<file path="config.mk">
export PLATFORM = sky130hd
export DESIGN_NAME = nibble_serial_alu
export DESIGN_NICKNAME = d
export VERILOG_FILES = /design/src/rtl/alu_pkg.sv /design/src/rtl/nibble_add.sv /design/src/rtl/nibble_serial_alu.sv
export SDC_FILE = /design/constraint.sdc
export NUM_CORES = 1
export LEC_CHECK = 0
export ABC_AREA = 1
export BUFFER_PORTS_ARGS = -buffer_cell sky130_fd_sc_hd__buf_2
export CORE_UTILIZATION = 51
export DETAILED_ROUTE_END_ITERATION = 8
export GPL_TIMING_DRIVEN = 0
export PLACE_DENSITY = 0.79
export SETUP_SLACK_MARGIN = 0.02
export SYNTH_ARGS = -nofsm -noshare
export SYNTH_HDL_FRONTEND = slang
export SYNTH_SLANG_ARGS = --single-unit
</file>
<file path="constraint.sdc">
create_clock -name clk -period 2.85 [get_ports clk]
set_clock_uncertainty 0.15 [all_clocks]
set_input_delay 0.57 -clock clk [delete_from_list [all_inputs] [get_ports clk]]
set_output_delay 0.57 -clock clk [all_outputs]
set_load 0.01 [all_outputs]
</file>
<file path="src/rtl/alu_pkg.sv">
// Shared definitions for the nibble-serial add/subtract unit:
// operation encodings, controller states and the slice width.
package alu_pkg;

    localparam logic ALU_ADD = 1'b0;
    localparam logic ALU_SUB = 1'b1;

    // Width of the shared adder slice in bits
    localparam int NIB = 4;

    typedef enum logic [1:0] {
        IDLE = 2'd0,
        RUN  = 2'd1,
        DONE = 2'd2
    } state_t;

endpackage

</file>
<file path="src/rtl/nibble_add.sv">
// Combinational NIB-bit adder slice with carry in and carry out.
// B inversion for subtraction and carry chaining are done by the caller.
module nibble_add
    import alu_pkg::*;
(
    input  logic [NIB-1:0] a,
    input  logic [NIB-1:0] b,
    input  logic           cin,
    output logic [NIB-1:0] sum,
    output logic           cout
);

    assign {cout, sum} = {1'b0, a} + {1'b0, b} + {{NIB{1'b0}}, cin};

endmodule

</file>
<file path="src/rtl/nibble_serial_alu.sv">
// WIDTH-bit add/subtract that reuses one NIB-bit adder slice over
// WIDTH/NIB cycles, least-significant nibble first. Result and flags
// are registered and only change when the last nibble completes.
module nibble_serial_alu
    import alu_pkg::*;
#(
    parameter int WIDTH = 16
) (
    input  logic             clk,
    input  logic             rst,
    input  logic             start,
    input  logic             op,
    input  logic [WIDTH-1:0] a,
    input  logic [WIDTH-1:0] b,
    output logic             busy,
    output logic             done,
    output logic [WIDTH-1:0] result,
    output logic             carry,
    output logic             overflow,
    output logic             zero
);

    localparam int NNIB = WIDTH / NIB;
    localparam int IDXW = (NNIB > 1) ? $clog2(NNIB) : 1;
    localparam logic [IDXW-1:0] LAST_IDX = IDXW'(NNIB - 1);

    state_t           state_reg;
    state_t           state_next;
    logic             accept;
    logic             last_nib;

    logic [IDXW-1:0]  idx_reg;
    logic [WIDTH-1:0] a_reg;
    logic [WIDTH-1:0] b_reg;
    logic             op_reg;
    logic             chain_reg;
    logic [WIDTH-1:0] partial_reg;
    logic [WIDTH-1:0] partial_next;

    logic [NIB-1:0]   a_nibs [NNIB];
    logic [NIB-1:0]   b_nibs [NNIB];
    logic [NIB-1:0]   a_nib;
    logic [NIB-1:0]   b_eff;
    logic [NIB-1:0]   sum_nib;
    logic             cout_nib;

    // Split the latched operands into nibbles and splice the current
    // slice sum into the partial result at the active nibble position.
    generate
        for (genvar gi = 0; gi < NNIB; gi++) begin : g_nib
            assign a_nibs[gi] = a_reg[gi*NIB +: NIB];
            assign b_nibs[gi] = b_reg[gi*NIB +: NIB];
            assign partial_next[gi*NIB +: NIB] =
                (idx_reg == IDXW'(gi)) ? sum_nib : partial_reg[gi*NIB +: NIB];
        end
    endgenerate

    assign a_nib    = a_nibs[idx_reg];
    assign b_eff    = (op_reg == ALU_SUB) ? ~b_nibs[idx_reg] : b_nibs[idx_reg];
    assign last_nib = (idx_reg == LAST_IDX);

    nibble_add u_nibble_add (
        .a    (a_nib),
        .b    (b_eff),
        .cin  (chain_reg),
        .sum  (sum_nib),
        .cout (cout_nib)
    );

    // Controller state register
    always_ff @(posedge clk or posedge rst) begin
        if (rst) begin
            state_reg <= IDLE;
        end else begin
            state_reg <= state_next;
        end
    end

    // Next-state logic; start is only honoured in IDLE and DONE
    always_comb begin
        state_next = state_reg;
        accept     = 1'b0;
        busy       = 1'b0;
        done       = 1'b0;
        case (state_reg)
            IDLE: begin
                if (start) begin
                    accept     = 1'b1;
                    state_next = RUN;
                end
            end
            RUN: begin
                busy = 1'b1;
                if (last_nib) begin
                    state_next = DONE;
                end
            end
            DONE: begin
                done = 1'b1;
                if (start) begin
                    accept     = 1'b1;
                    state_next = RUN;
                end else begin
                    state_next = IDLE;
                end
            end
            default: state_next = IDLE;
        endcase
    end

    // Operand capture, per-nibble accumulation and output registers
    always_ff @(posedge clk or posedge rst) begin
        if (rst) begin
            idx_reg     <= '0;
            a_reg       <= '0;
            b_reg       <= '0;
            op_reg      <= ALU_ADD;
            chain_reg   <= 1'b0;
            partial_reg <= '0;
            result      <= '0;
            carry       <= 1'b0;
            overflow    <= 1'b0;
            zero        <= 1'b0;
        end else if (accept) begin
            a_reg       <= a;
            b_reg       <= b;
            op_reg      <= op;
            idx_reg     <= '0;
            partial_reg <= '0;
            // Subtraction is a + ~b + 1: the +1 enters as the initial carry
            chain_reg   <= op;
        end else if (state_reg == RUN) begin
            partial_reg <= partial_next;
            chain_reg   <= cout_nib;
            idx_reg     <= idx_reg + IDXW'(1);
            if (last_nib) begin
                result   <= partial_next;
                carry    <= cout_nib;
                overflow <= (a_nib[NIB-1] == b_eff[NIB-1]) &&
                            (sum_nib[NIB-1] != a_nib[NIB-1]);
                zero     <= (partial_next == '0);
            end
        end
    end

endmodule

</file>
==> summary.txt <==
Layout
  • Fillers: 550
  • Layout cell share with drive strength beyond 1: 24.9%
  • Final cell count without fillers: 591
  • Final #Nets: 554
  • Synth-to-layout area growth: 24.2%
  • Diode count: 0

Run
  • Max cap viols: 0

Logic synthesis
  • Cells after Synth: 426
  • Area contributors post-synth: dfrtp_1 53%, nand2_1 20%, o21ai_0 5.8%
  • Post-Synthesis Net Count: between 400 and 500
  • Seq/Total Area, Yosys: 52.7%
  • Mapped Avg Cell Area: between 8 and 9 µm²
  • Yosys cell types: 27
  • Synth Cell Area: 3470 µm²
  • Total of warnings raised by yosys: 0
  • Number of synthesized register bits: 73
  • Yosys top cell by area: dfrtp_1
  • Top-area cell type share of the netlist area: 52.7%

Critical path
  • CP max FO: 5
  • Reg2reg path depth: 17
  • Reg2reg setup slack: -0.07 ns
  • Critical path capture point type: flop
  • FF-to-FF End: zero$_DFFE_PP0P_
  • WP data required: 3.01 ns
  • Slowest-stage cell, CP: fa_2
  • Source of the critical timing path: idx_reg[0]$_DFFE_PP0P_
  • Critical path startpoint category: flop
  • Max incr delay on CP: slightly below 0.6 ns
  • Crit-path most repeated cell: nand2_1
  • Arrival time worst endpoint: 3.07 ns
  • Crit Path Category: flop to flop
  • CP Cell Sequence: buf_6, inv_4, buf_8, nor2_4, o22ai_4, xor2_2, fa_2, inv_2, fa_2, nand2_1, o21ai_2, nand3_2, nor2_1, nand3_1, nor2_2, nand2_1, nand2_1
  • Start of the worst register-to-register path: idx_reg[0]$_DFFE_PP0P_

Clocking
  • Reg clk slew, reported paths: 0.08 ns
  • Num CTS Buffers: 9
  • CTS Hold Buffers Added: 0
  • Clock Tree Root: clkbuf_8
  • CTS tree: yes
  • Clk sinks: 73
  • H-tree Lvls: 3
  • Clk Latency, worst-skew pair: 0.36 ns
  • Clock Path Buffers: 2

Floorplan
  • Core footprint: 6460 µm²
  • Horiz. Die Dim: 84.5 µm
  • Die area: around 7100 µm²
  • IO Pins: 57
  • Core Rows: 29
  • Starting density of the core: between 50 and 60%
  • Die Ht: 84.5 µm

GRT
  • First-pass GRT wire length: 14.4 mm
  • Initial antenna violation count: 0
  • GRT Overall Usage: a little over a quarter
  • Vias in the first global route: 3155
  • Largest net degree at the start of global routing: 74
  • Aggregate global routing overflow: 0

Detailed routing
  • Total wire length: between 8 and 9 mm
  • DR WL/cell: approximately 15 µm
  • DR vias/cell: 5.37
  • DR iter-0 viols: 204
  • 1st-pass router iterations: 6
  • Routed Antenna Nets: 0
  • Drt drc: 6
  • DR vias: 3176

Timing
  • Final min period: 2.92 ns
  • Tcrit/Tclk final: 102%
  • Final Hold Vio Count: 0
  • Final count of negative-setup-slack endpoints: 1
  • Hold_ws: 0.246 ns
  • Crit path setup slack, layout: -0.0661 ns
  • Setup TNS Final: -0.0661 ns
  • Fmax: between 0.3 and 0.4 GHz
  • Pins Over Slew Limit: 0
  • RSZ-0062 raised after global routing: yes
  • Rel. slew slack: 40.8%
  • Worst-Margin Slew: about 0.89 ns

Hold path
  • Type of the worst min-delay path: primary input to async pin

Outcome
  • Run status: finished, violations left
  • Failing checks: design-rule violations, negative setup slack

Placement
  • Final HPWL DP: 5.61 mm
  • Port Buffers: between 50 and 60
  • Placer Congestion: 0.884
  • Inst Count DP: 559
-- cell usage after synthesis (all sizes together) --
library cell and instances:
fa 2, o21ai 46, nor2 20, a21oi 4, o211ai 1, o22ai 11, nand3 19, o22a 1
a32o 1, a32oi 1, nand2 187, clkbuf 7, buf 9, or2 1, xor2 5, inv 31
dfrtp 73, ha 7
-- routing by layer --
metal	GRT usage [%]	share of wire (%)
met3	4.52	5.2
met2	45.8	49
met5	0	0
met1	31.3	42
met4	14.2	3.7
-- area by class of cell --
| cell class | instances | area, µm² | area share, % |
|---|---|---|---|
| Sequential cell | 73 | 1830 | 42.4 |
| Multi-Input combinational cell | 306 | 1520 | 35.3 |
| Timing Repair Buffer | 72 | 400 | 9.30 |
| Clock buffer | 11 | 151 | 3.52 |
| Inverter | 31 | 121 | 2.82 |
| Buffer | 16 | 113 | 2.61 |
| Tap cell | 77 | 96.3 | 2.24 |
| Clock inverter | 5 | 77.6 | 1.80 |
-- critical path, delay by kind of cell, from the launching register on --
family	cells	cell delay [ns]
buffers and inverters	4	0.36
XOR/XNOR	1	0.17
adder cells (fa/ha/maj)	2	0.83
AO/OA/AOI/OAI	2	0.31
AND/OR/NAND/NOR	8	0.63
flip-flops	1	0.40
-- cells by family (layout without fill, tap and decap cells) --
logic type	Yosys count	after routing	synth area share, %
xor gates and xnor gates	5	5	1.26
buffers and inverters	47	135	5.74
DFF	73	73	52.7
adders and majority gates	9	9	3.68
AOI/OAI and AO/OA	65	65	10.2
and+or+nand+nor	227	227	26.4
-- timing repair --
action                     CTS  global route
setup buffers               13             3
pin swaps                    8             8
hold endpoints to repair     0             0
setup endpoints to repair   18             2
gates resized for setup     26            10
-- worst max path at each step --
stage / slack (ns) / cells after the start / end
finish: -0.07 / 17 / zero$_DFFE_PP0P_
global route: -0.18 / 17 / zero$_DFFE_PP0P_
CTS: -0.17 / 17 / zero$_DFFE_PP0P_
detailed placement: -0.50 / 17 / zero$_DFFE_PP0P_
global placement: -0.52 / 2 / b_reg[12]$_DFFE_PP0P_
floorplan: 0.04 / 17 / zero$_DFFE_PP0P_
-- cell usage in the layout, fill, tap and decap left out, types with 9 or more instances in the layout --
cell type,count
nand2_1,184
dfrtp_1,72
buf_2,59
o21ai_0,34
inv_1,23
nand3_1,18
buf_4,17
nor2_1,14
clkbuf_8,11
o22ai_1,9
-- metrics by stage --
stage                     util (%)  instance area (µm²)  worst slack, ns
final                         66.7                 4310          -0.0661
after detailed placement      59.6                 3850           -0.496
after floorplan                  -                 3470           0.0417
after global routing          66.7                 4310           -0.176
after CTS                     65.6                 4240           -0.171
after global placement        59.5                 3840           -0.518
Power is left out: the tool's default activity adds up to more than one toggle a clock period on the data nets, which glitch-free logic cannot reach.
